### config.mk
export PLATFORM = sky130hd
export DESIGN_NAME = fb_pixel_writer
export DESIGN_NICKNAME = d
export VERILOG_FILES = /design/src/rtl/fb_pixel_writer.sv
export SDC_FILE = /design/constraint.sdc
export NUM_CORES = 1
export LEC_CHECK = 0
export ABC_CLOCK_PERIOD_IN_PS = 3600
export BUFFER_PORTS_ARGS = -buffer_cell sky130_fd_sc_hd__buf_2
export CAP_MARGIN = 40
export CORE_MARGIN = 2
export CORE_UTILIZATION = 39
export DETAILED_ROUTE_END_ITERATION = 10
export SYNTH_ARGS = -nofsm -noshare
export SYNTH_HDL_FRONTEND = slang
export SYNTH_SLANG_ARGS = --single-unit
### constraint.sdc
create_clock -name clk -period 3.6 [get_ports clk]
set_input_delay 0.72 -clock clk [delete_from_list [all_inputs] [get_ports clk]]
set_output_delay 0.72 -clock clk [all_outputs]
set_load 0.02 [all_outputs]
### src/rtl/fb_pixel_writer.sv
// Pixel-plot sink for the sprite drawers: buffers (x,y,colour) requests in a small FIFO,
// turns each into a linear frame RAM write, and runs full-screen clear sweeps on request.
module fb_pixel_writer #(
  parameter int FIFO_DEPTH = 8,
  parameter int SCR_W      = 160,
  parameter int SCR_H      = 120
) (
  input  logic        clk,
  input  logic        reset,
  input  logic        plot_valid,
  input  logic [7:0]  plot_x,
  input  logic [6:0]  plot_y,
  input  logic [2:0]  plot_colour,
  output logic        plot_ready,
  input  logic        clear_req,
  input  logic [2:0]  clear_colour,
  output logic        clear_busy,
  output logic        clear_done,
  output logic [14:0] mem_addr,
  output logic [2:0]  mem_data,
  output logic        mem_we,
  output logic [7:0]  oob_count
);

  // Handshake: a plot transfers on the rising edge where plot_valid && plot_ready;
  // plot_valid may be held, the payload must be stable while it is high and not yet taken.

  localparam int PW = (FIFO_DEPTH > 1) ? $clog2(FIFO_DEPTH) : 1;
  localparam int CW = PW + 1;
  localparam logic [CW-1:0] FULL_CNT  = CW'(FIFO_DEPTH);
  localparam logic [7:0]    SCR_W_X   = 8'(SCR_W);
  localparam logic [6:0]    SCR_H_Y   = 7'(SCR_H);
  localparam logic [14:0]   SCR_W_A   = 15'(SCR_W);
  localparam logic [14:0]   LAST_ADDR = 15'(SCR_W * SCR_H - 1);
  localparam logic [7:0]    OOB_MAX   = 8'hFF;

  typedef enum logic [1:0] {
    ST_IDLE  = 2'd0,
    ST_CLEAR = 2'd1,
    ST_DONE  = 2'd2
  } state_e;

  state_e state_q, state_d;

  logic [17:0]   fifo_mem [FIFO_DEPTH];
  logic [PW-1:0] wr_ptr_q, wr_ptr_d;
  logic [PW-1:0] rd_ptr_q, rd_ptr_d;
  logic [CW-1:0] count_q, count_d;

  logic [14:0] mem_addr_q, mem_addr_d;
  logic [2:0]  mem_data_q, mem_data_d;
  logic        mem_we_q, mem_we_d;
  logic [7:0]  oob_q, oob_d;
  logic [2:0]  clr_colour_q, clr_colour_d;

  logic        fifo_full;
  logic        fifo_empty;
  logic        push;
  logic        pop;
  logic [17:0] head;
  logic [7:0]  head_x;
  logic [6:0]  head_y;
  logic [2:0]  head_c;
  logic        head_in_range;
  logic [14:0] head_addr;

  // ---------------------------------------------------------------- FIFO
  assign fifo_full  = (count_q == FULL_CNT);
  assign fifo_empty = (count_q == '0);
  assign plot_ready = !fifo_full && !reset;
  assign push       = plot_valid && plot_ready;

  // Storage needs no reset: entries are only read while count_q says they are valid.
  always_ff @(posedge clk) begin
    if (push) begin
      fifo_mem[wr_ptr_q] <= {plot_x, plot_y, plot_colour};
    end
  end

  always_comb begin
    wr_ptr_d = wr_ptr_q;
    rd_ptr_d = rd_ptr_q;
    count_d  = count_q;
    if (push) begin
      wr_ptr_d = wr_ptr_q + 1'b1;
    end
    if (pop) begin
      rd_ptr_d = rd_ptr_q + 1'b1;
    end
    case ({push, pop})
      2'b10:   count_d = count_q + 1'b1;
      2'b01:   count_d = count_q - 1'b1;
      default: count_d = count_q;
    endcase
  end

  always_ff @(posedge clk) begin
    if (reset) begin
      wr_ptr_q <= '0;
      rd_ptr_q <= '0;
      count_q  <= '0;
    end else begin
      wr_ptr_q <= wr_ptr_d;
      rd_ptr_q <= rd_ptr_d;
      count_q  <= count_d;
    end
  end

  // ---------------------------------------------------------------- head decode
  assign head          = fifo_mem[rd_ptr_q];
  assign head_x        = head[17:10];
  assign head_y        = head[9:3];
  assign head_c        = head[2:0];
  assign head_in_range = (head_x < SCR_W_X) && (head_y < SCR_H_Y);
  assign head_addr     = (15'(head_y) * SCR_W_A) + 15'(head_x);

  // ---------------------------------------------------------------- FSM: state register
  always_ff @(posedge clk) begin
    if (reset) begin
      state_q <= ST_IDLE;
    end else begin
      state_q <= state_d;
    end
  end

  // ---------------------------------------------------------------- FSM: next state
  always_comb begin
    state_d = state_q;
    case (state_q)
      ST_IDLE: begin
        if (clear_req) begin
          state_d = ST_CLEAR;
        end
      end
      ST_CLEAR: begin
        if (mem_addr_q == LAST_ADDR) begin
          state_d = ST_DONE;
        end
      end
      ST_DONE: begin
        state_d = ST_IDLE;
      end
      default: begin
        state_d = ST_IDLE;
      end
    endcase
  end

  // ---------------------------------------------------------------- FSM: outputs and datapath
  // During a sweep mem_addr_q is the sweep counter, so each CLEAR cycle shows the write it makes.
  always_comb begin
    pop          = 1'b0;
    mem_we_d     = 1'b0;
    mem_addr_d   = mem_addr_q;
    mem_data_d   = mem_data_q;
    oob_d        = oob_q;
    clr_colour_d = clr_colour_q;
    case (state_q)
      ST_IDLE: begin
        if (clear_req) begin
          clr_colour_d = clear_colour;
          mem_we_d     = 1'b1;
          mem_addr_d   = '0;
          mem_data_d   = clear_colour;
        end else if (!fifo_empty) begin
          pop = 1'b1;
          if (head_in_range) begin
            mem_we_d   = 1'b1;
            mem_addr_d = head_addr;
            mem_data_d = head_c;
          end else if (oob_q != OOB_MAX) begin
            oob_d = oob_q + 1'b1;
          end
        end
      end
      ST_CLEAR: begin
        if (mem_addr_q != LAST_ADDR) begin
          mem_we_d   = 1'b1;
          mem_addr_d = mem_addr_q + 1'b1;
          mem_data_d = clr_colour_q;
        end
      end
      default: begin
        mem_we_d = 1'b0;
      end
    endcase
  end

  always_comb begin
    clear_busy = (state_q == ST_CLEAR);
    clear_done = (state_q == ST_DONE);
  end

  always_ff @(posedge clk) begin
    if (reset) begin
      mem_we_q     <= 1'b0;
      mem_addr_q   <= '0;
      mem_data_q   <= '0;
      oob_q        <= '0;
      clr_colour_q <= '0;
    end else begin
      mem_we_q     <= mem_we_d;
      mem_addr_q   <= mem_addr_d;
      mem_data_q   <= mem_data_d;
      oob_q        <= oob_d;
      clr_colour_q <= clr_colour_d;
    end
  end

  assign mem_we    = mem_we_q;
  assign mem_addr  = mem_addr_q;
  assign mem_data  = mem_data_q;
  assign oob_count = oob_q;

endmodule
==> results_dict.tcl, run 1 <==
set metrics [dict create \
    outcome "finished, final reports clean" \
    syn2layout_area_growth_pct 16.59 \
    final_cell_mix "edfxtp_1, buf_2, nor2_1" \
    power.density_nw_per_um2 561.4 \
    wirelength_um 16830 \
    ys_ff_latch 189 \
    num-nets-final 684 \
    synthArstFlopShare_pct 0 \
    max_stage_delay_ns 0.49 \
    die_x_um 148.3 \
    synth.area.top_cells "edfxtp_1, dfxtp_1, mux4_2, ha_1, nor2_1" \
    fp.dieH_um 148.3 \
    hold_viol_final 0 \
    ctsHoldBuffers 0 \
    port-buffer-count 54 \
    pwr-share-comb_pct 20.0 \
    drv_slew 0 \
    layout_min_cycle_time_ns 3.415 \
    synth-edff-count 144 \
    fin_cells 920 \
    gp_congestion 0.8180 \
    slowest_stage "mux4_2" \
    path_clk_slew_ns 0.07 \
    viasPerCell 5.163 \
    layout_commonest_cell "edfxtp_1" \
    fin_crit_sh_pct 94.87 \
    syn_area_um2 8120 \
    cts_tree "done" \
    seqPwrFrac_pct 46.8 \
    grt_util_all_layers_pct 15.92 \
    setup_violations 0 \
    clock.fmax_ghz 0.2928 \
    intPower_mw 3.888 \
    hp-class "flip-flop to flip-flop" \
    start_util_pct 39.87 \
    leakagePower_nw 3.276 \
    vias 4750 \
    die_area_um2 21990 \
    dp_cells 881 \
    max_slew_margin_pct 55.06 \
    ir_drop_mv 0.2638 \
    tightestPinTransition_ns 0.6654 \
    drive_above_1_share_pct 26.19 \
    crit_type "flip-flop to flip-flop" \
    yosysTopAreaCell "edfxtp_1" \
    io_pins 55 \
    avgSynthCellArea_um2 14.68 \
    antenna_found_initial 3 \
    placed_cell_area_um2 8835 \
    drc 0 \
    cts_made_buffers 17 \
    fin_area_um2 9468 \
    finalPower_mw 5.315 \
    max_cap_viol_count 0 \
    dpl.hpwl_um 10710 \
    grt_start_max_net_pins 45 \
    grt_pass1_vias 4745 \
    netSwitchingPower_mw 1.427 \
    startpoint_type "flip-flop" \
    wl_per_cell_um 18.29 \
    crit_chain "buf_4 -> mux4_2 -> mux2_2 -> ha_1 -> ha_1 -> inv_1 -> fa_1 -> nand2b_1 -> a21oi_2 -> xor2_1 -> buf_4 -> xor2_1 -> a21oi_1 -> nor3_1" \
    fin_skew_ns 0.01057 \
    ant_nets 0 \
    whs_ns 0.4964 \
    grt-ovfl-total 0 \
    cts_root_buffer "clkbuf_16" \
    endpoint_kind "flip-flop" \
    synthCells 553 \
    ys.flop_type "edfxtp_1" \
    cp_data_required_time_ns 3.95 \
    cts_max_level 4 \
    grt_pass1_wl_um 26470 \
    synth_top_area_share_pct 53.25 \
    num_rows 52 \
    yosysWarningCount 0 \
    crit_fanout 6 \
    netlist-cell-type-count 50 \
    clkPwrFrac_pct 33.2 \
    syn_nets 601 \
    clock_path_buffers 2 \
    arrival_ns 3.76 \
    firstDrtPassIters 4 \
    swShare_pct 26.85 \
    seq_area_frac_synth_pct 64.35 \
    clock_latency_ns 0.43 \
    drtIter0Drc 269 \
    core_um2 20360 \
    clock-sinks 189 \
]
cells in the mapped netlist, drive strengths merged, types with 2 or more instances:
cell type	n
or3	3
a21oi	24
xor2	12
fa	3
mux2	6
edfxtp	144
a211oi	3
nand2	38
ha	20
xnor2	13
nand3	8
mux4	36
dfxtp	45
nor3	18
o21ai	19
mux2i	17
a21o	4
a311oi	4
buf	10
clkbuf	13
o31ai	2
nor2	53
inv	18
and3	3
nor2b	4
nand2b	8
a22oi	3
nand4	5
and2	2
o32ai	3
area by class of cell:
class	instances	area, um2
clock buffers	20	436.7
multi-input cells	323	2733
clock inverters	12	117.6
fillers	1792	10900
diodes	1	2.502
repair buffers	87	543.0
well taps	270	337.8
inverters	18	67.56
flip-flops and latches	189	5230
state kept, by name (all words and copies together), names as in the netlist, 2 cells and up, named ones only:
register / cells
count_q: 4
mem_data: 3
oob_count: 8
fifo_mem: 144
wr_ptr_q: 3
clr_colour_q: 3
rd_ptr_q: 3
state_q: 2
mem_addr: 15
layer usage:
metal / GRT usage (%) / vias up / share of wire, %
met5: 0 / - / 0.065
met3: 3.098 / 16 / 4.4
li1: - / 2260 / -
met4: 5.381 / 2 / 1.2
met1: 21.51 / 2354 / 46
met2: 26.00 / 118 / 48
stage by stage:
stage                     util (%)  setup WS, ns  setup TNS [ns]
final                        46.49        0.1847               0
after global routing         46.48      -0.01508        -0.02912
after CTS                    46.12       0.05231               0
after detailed placement     43.38      -0.05023        -0.06121
after global placement       43.38       0.02266               0
after floorplan                  -      0.007409               0
final timing paths:
check | startpoint | end | slack (ns) | depth (start not counted)
setup / recovery | flip-flop | mem_addr[12] | 0.18 | 14
hold / removal | mem_data[1] | mem_data[1] | 0.50 | 2
setup reg to reg | flip-flop | mem_addr[12] | 0.18 | 14
hold reg to reg | mem_data[1] | mem_data[1] | 0.50 | 2
critical path: cells and delay by family, from the launching register on:
family | cells | cell delay, ns
compound gates | 2 | 0.24
simple gates | 2 | 0.36
flops | 1 | 0.36
xor+xnor | 2 | 0.34
mux | 2 | 0.81
buf+inv | 3 | 0.36
fa+ha+maj | 3 | 0.86
cell families (layout without fill, tap and decap cells):
logic type / after synthesis / in the layout / share of synthesized area (%)
buffers and inverters: 41 / 137 / 2.311
other: 0 / 1 / 0
XOR/XNOR: 25 / 25 / 2.696
multiplexers: 59 / 59 / 12.91
AND/OR/NAND/NOR: 145 / 145 / 8.197
flip-flops: 189 / 189 / 64.35
adder cells (fa/ha/maj): 23 / 23 / 3.821
AO/OA/AOI/OAI: 71 / 71 / 5.717
power groups by stage:
stage | Sequential [mW] | Combinational [mW] | Clock (mW)
2_1_floorplan | 2.55 | 0.719 | 0
3_3_place_gp | 2.54 | 0.983 | 0
3_5_place_dp | 2.55 | 1.00 | 0
4_1_cts | 2.50 | 1.01 | 1.80
5_1_grt | 2.49 | 1.19 | 1.90
6_report | 2.49 | 1.07 | 1.76
what timing repair did:
action	CTS	global route
pin swaps	0	2
endpoints found under the hold margin	0	0
cloned	0	0
setup buffers	0	6
resized for setup	1	6
setup endpoints to repair	2	4
(Power assumes the default switching activity.)
==> run 2: changes to the inputs <==
--- a/config.mk
+++ b/config.mk
@@ -8,9 +8,9 @@
 export ABC_CLOCK_PERIOD_IN_PS = 3600
 export BUFFER_PORTS_ARGS = -buffer_cell sky130_fd_sc_hd__buf_2
 export CAP_MARGIN = 40
-export CORE_MARGIN = 2
 export CORE_UTILIZATION = 39
 export DETAILED_ROUTE_END_ITERATION = 10
+export SLEW_MARGIN = 20
 export SYNTH_ARGS = -nofsm -noshare
 export SYNTH_HDL_FRONTEND = slang
 export SYNTH_SLANG_ARGS = --single-unit
==> run 2 against run 1 <==
- first-iteration DRC count down 14%
- core utilization up 0.19 points
- sequential power about the same
- non-clock buffer count up 1
- die area down 2.7%
- flip-flop and latch count unchanged
- worst setup slack better by 0.0083 ns
- combinational power about the same
- cell count unchanged
- final area about the same
- clock skew up 0.0018 ns
- critical path type unchanged
==> results_dict.tcl, run 2 (synthesis results as in run 1) <==
set metrics [dict create \
    finalPower_mw 5.315 \
    clock-sinks 189 \
    ir_drop_mv 0.2496 \
    core_um2 20300 \
    io_pins 55 \
    largest_reg_flops 144 \
    die_area_um2 21400 \
    multiInputGateArea_um2 2735 \
    fin_crit_sh_pct 94.64 \
    grt_pass1_vias 4741 \
    top_register "fifo_mem" \
    syn2layout_area_growth_pct 16.70 \
    wl_per_cell_um 17.94 \
    hp-class "flip-flop to flip-flop" \
    drv_slew 0 \
    fp.dieH_um 146.3 \
    die_x_um 146.3 \
    crit_fanout 4 \
    ant_nets 0 \
    rr_worst_depth 13 \
    cts_max_level 4 \
    rrSetupSlack_ns 0.19 \
    num-fill-cells 1794 \
    dp_cells 883 \
    dpl.hpwl_um 10820 \
    ff_latch_area_um2 5230 \
    antenna_found_initial 0 \
    intPower_mw 3.878 \
    start_util_pct 40.00 \
    startpoint_type "flip-flop" \
    grt_util_all_layers_pct 16.51 \
    ctsHoldBuffers 0 \
    layout_min_cycle_time_ns 3.407 \
    cts_made_buffers 17 \
    diodes 0 \
    whs_ns 0.4854 \
    swShare_pct 27.04 \
    r2r-end "mem_addr[14]" \
    vias 4734 \
    grt-ovfl-total 0 \
    arrival_ns 3.73 \
    endpoint_kind "flip-flop" \
    clkPwrFrac_pct 33.5 \
    path_clk_slew_ns 0.07 \
    pwr-share-comb_pct 19.8 \
    viasPerCell 5.146 \
    port-buffer-count 54 \
    holdPathEnd "mem_data[2]" \
    seqPwrFrac_pct 46.7 \
    cts_root_buffer "clkbuf_16" \
    power.density_nw_per_um2 560.8 \
    firstDrtPassIters 4 \
    drive_above_1_share_pct 26.62 \
    grt_pass1_wl_um 26630 \
    drtIter0Drc 230 \
    netSwitchingPower_mw 1.437 \
    final_cell_mix "edfxtp_1, buf_2, nor2_1" \
    clock.fmax_ghz 0.2935 \
    crit_type "flip-flop to flip-flop" \
    min_from "clr_colour_q[2]" \
    fin_cells 920 \
    tightestPinTransition_ns 0.6898 \
    whs_path_depth 2 \
    num-nets-final 685 \
    wirelength_um 16500 \
    setup_violations 0 \
    clock_latency_ns 0.43 \
    max_slew_margin_pct 53.41 \
    outcome "finished, final reports clean" \
    drc 0 \
    num_rows 52 \
    grt_start_max_net_pins 45 \
    fin_skew_ns 0.01241 \
    leakagePower_nw 3.293 \
    cp_data_required_time_ns 3.93 \
    cts_tree "done" \
    hold_viol_final 0 \
    gp_congestion 0.8275 \
    layout_commonest_cell "edfxtp_1" \
    clock_path_buffers 2 \
    max_cap_viol_count 0 \
]
run 2: repair_timing:
action	CTS	global route
buffers inserted	0	5
endpoints found under the setup margin	3	4
pin swaps	0	4
resized for setup	1	7
run 2: area by class of cell:
type | count | share of cell area [%]
Clock inverter | 13 | 1.426
Sequential cell | 189 | 55.19
Multi-Input combinational cell | 323 | 28.86
Timing Repair Buffer | 88 | 5.677
Tap cell | 270 | 3.565
Clock buffer | 19 | 4.568
Inverter | 18 | 0.7130
run 2: worst max-delay path, cell delays in order (launching register included):
cell and delay, ns:
dfxtp_4 0.36, buf_4 0.14, mux4_2 0.49, mux2_2 0.33, ha_1 0.30, ha_1 0.17, inv_1 0.06, fa_1 0.39
nand2b_1 0.18, a21oi_2 0.18, xor2_1 0.20, buf_4 0.15, nand4_1 0.09, a311oi_1 0.28
run 2: per-layer routing:
layer	GRT usage (%)	up-vias	share of wire, %
met1	21.40	2345	45
met4	5.885	0	1.5
met3	3.531	16	4.3
met5	0	-	0
met2	27.38	107	49
li1	-	2266	-
run 2: power by group through the flow:
stage                     logic [mW]  registers, mW  clock network, mW
final                           1.05           2.48               1.78
after global routing            1.17           2.49               1.90
after CTS                       1.02           2.50               1.82
after detailed placement        1.01           2.54                  0
after global placement         0.994           2.54                  0
after floorplan                0.719           2.55                  0
run 2: worst max path at each step:
stage | slack [ns] | start | to | depth (start not counted)
floorplan | 0.007 | flip-flop | mem_addr[13] | 16
CTS | 0.04 | flip-flop | mem_addr[12] | 13
global placement | 0.001 | flip-flop | mem_addr[12] | 13
global route | -0.009 | flip-flop | mem_addr[13] | 14
finish | 0.19 | flip-flop | mem_addr[14] | 13
detailed placement | -0.06 | flip-flop | mem_addr[12] | 13
run 2: metrics by stage:
stage,worst slack [ns],utilization [%],TNS [ns],cell area (um2)
final,0.1930,46.68,0,9477
after CTS,0.04237,46.41,0,9420
after global routing,-0.008710,46.68,-0.008710,9477
after detailed placement,-0.05671,43.60,-0.1013,8850
after floorplan,0.007409,-,0,8133
after global placement,0.001220,43.60,0,8850
==> run 3: changes to the inputs <==
==> constraint.sdc (replaced) <==
create_clock -name clk -period 3.6 [get_ports clk]
set_input_delay 0.72 -clock clk [delete_from_list [all_inputs] [get_ports clk]]
set_output_delay 0.72 -clock clk [all_outputs]
set_load 0.05 [all_outputs]
==> run 3 against run 2 <==
- register-to-register slack gained 0.07 ns
- critical path type unchanged
- worst setup slack gained 0.071 ns
- maximum frequency grew 2.1%
- largest cell class unchanged
- combinational power grew 10%
- non-clock buffer count shrank 3
- cell count shrank 0.33%
- die area is the same
- power grew 0.78%
- routed wire length grew 3.0%
- critical endpoint is now mem_addr[12]
==> results_dict.tcl, run 3 (synthesis results as in run 1) <==
set metrics [dict create \
    grt-ovfl-total 0 \
    cp_data_required_time_ns 3.95 \
    gp_congestion 0.8504 \
    setup_violations 0 \
    crit_type "flip-flop to flip-flop" \
    arrival_ns 3.68 \
    rrSetupSlack_ns 0.26 \
    startpoint_type "flip-flop" \
    fin_tns_setup_ns 0 \
    wl_per_cell_um 18.54 \
    grt_pass1_vias 4884 \
    whs_path_depth 2 \
    slowest_stage "mux4_2" \
    crit_chain "buf_6 -> mux4_2 -> mux2_4 -> ha_1 -> ha_2 -> inv_1 -> fa_2 -> nand2b_1 -> a21oi_2 -> xor2_1 -> buf_4 -> xor2_1 -> a21oi_1 -> nor3_1" \
    pwr-share-comb_pct 21.6 \
    finalPower_mw 5.356 \
    min_from "clr_colour_q[1]" \
    die_x_um 146.3 \
    num_rows 52 \
    path_delay_family "adder cells" \
    intPower_mw 3.818 \
    start_util_pct 40.00 \
    firstDrtPassIters 6 \
    dpl.hpwl_um 11000 \
    fp.dieH_um 146.3 \
    holdPathEnd "mem_data[1]" \
    clkPwrFrac_pct 31.9 \
    max_stage_delay_ns 0.50 \
    drive_above_1_share_pct 26.89 \
    power.density_nw_per_um2 565.2 \
    r2r-end "mem_addr[12]" \
    cts_root_buffer "clkbuf_16" \
    rr_worst_depth 14 \
    cts_tree "done" \
    path_clk_slew_ns 0.07 \
    grt_pass1_wl_um 27090 \
    diodes 0 \
    cts_made_buffers 17 \
    max_slew_margin_pct 54.85 \
    crit_fanout 5 \
    viasPerCell 5.234 \
    clock_path_buffers 2 \
    highest_layer "met5" \
    drv_slew 0 \
    max_cap_viol_count 0 \
    wirelength_um 17010 \
    layout_min_cycle_time_ns 3.336 \
    io_pins 55 \
    netSwitchingPower_mw 1.538 \
    syn2layout_area_growth_pct 16.72 \
    outcome "finished, final reports clean" \
    crit_path_frequent_cell "xor2_1" \
    die_area_um2 21400 \
    cts_max_level 4 \
    ctsHoldBuffers 0 \
    layout_commonest_cell "edfxtp_1" \
    grt_start_max_net_pins 45 \
    hp-class "flip-flop to flip-flop" \
    wl_met3_um 793 \
    clock-sinks 189 \
    whs_ns 0.4857 \
    endpoint_kind "flip-flop" \
    num-nets-final 682 \
    fin_crit_sh_pct 92.66 \
    clock_latency_ns 0.43 \
    m1WireLength_um 7551 \
    dp_cells 881 \
    tightestPinTransition_ns 0.6684 \
    ant_nets 0 \
    vias 4800 \
    final_cell_mix "edfxtp_1, buf_2, nor2_1" \
    seqPwrFrac_pct 46.4 \
    leakagePower_nw 3.280 \
    routed-wl-met2_um 8467 \
    fin_cells 917 \
    crit_buf_inv 3 \
    largest_reg_flops 144 \
    core_um2 20300 \
    ir_drop_mv 0.2512 \
    clock.fmax_ghz 0.2998 \
    antenna_found_initial 1 \
    grt_util_all_layers_pct 16.90 \
    drtIter0Drc 320 \
    fin_skew_ns 0.01363 \
    drc 0 \
    swShare_pct 28.72 \
    port-buffer-count 54 \
    hold_viol_final 0 \
    top_register "fifo_mem" \
]
[run 3: how the worst max path moves through the flow]
stage / end / depth (start not counted) / slack, ns
global route: mem_addr[13] / 14 / -0.01
detailed placement: mem_addr[12] / 13 / -0.06
CTS: mem_addr[13] / 13 / 0.02
global placement: mem_addr[12] / 13 / 0.02
floorplan: mem_addr[13] / 16 / 0.007
finish: mem_addr[12] / 14 / 0.26
[run 3: stage by stage]
step           utilization (%)  worst slack, ns  instance area (um2)
4_1_cts                  46.17          0.01503                 9373
6_report                 46.69           0.2643                 9478
5_1_grt                  46.69         -0.01416                 9478
2_1_floorplan                -         0.007409                 8143
3_3_place_gp             43.52          0.02276                 8835
3_5_place_dp             43.52         -0.05875                 8835
[run 3: worst reg2reg max path, delay by kind of cell (launching register included)]
family                     cells  cell delay [ns]
buffers and inverters          3             0.34
and+or+nand+nor                2             0.35
muxes                          2             0.80
DFF                            1             0.37
AOI/OAI and AO/OA              2             0.26
xor gates and xnor gates       2             0.32
adders and majority gates      3             0.82
[run 3: repair_timing]
item	in CTS	in global routing
endpoints found under the hold margin	0	0
pin swaps	0	4
endpoints found under the setup margin	3	4
setup buffers	0	4
resized for setup	1	16
[run 3: power groups by stage]
stage / registers, mW / clock network [mW] / logic, mW
finish: 2.49 / 1.71 / 1.16
floorplan: 2.63 / 0 / 0.723
global route: 2.50 / 1.82 / 1.28
detailed placement: 2.54 / 0 / 1.09
CTS: 2.50 / 1.74 / 1.10
global placement: 2.54 / 0 / 1.07
[run 3: final cells by class]
cell class / count / area (um2)
clock buffer: 17 / 425.4
multi-input combinational: 323 / 2770
clock inverter: 15 / 110.1
fill: 1785 / 10820
sequential: 189 / 5231
inverter: 18 / 67.56
timing repair buffer: 85 / 535.5
tap: 270 / 337.8
[run 3: routing by layer]
layer	global-route usage [%]	vias to the layer above
met4	4.531	2
met3	3.719	21
met2	28.60	116
met1	21.96	2400
li1	-	2261
met5	0	-
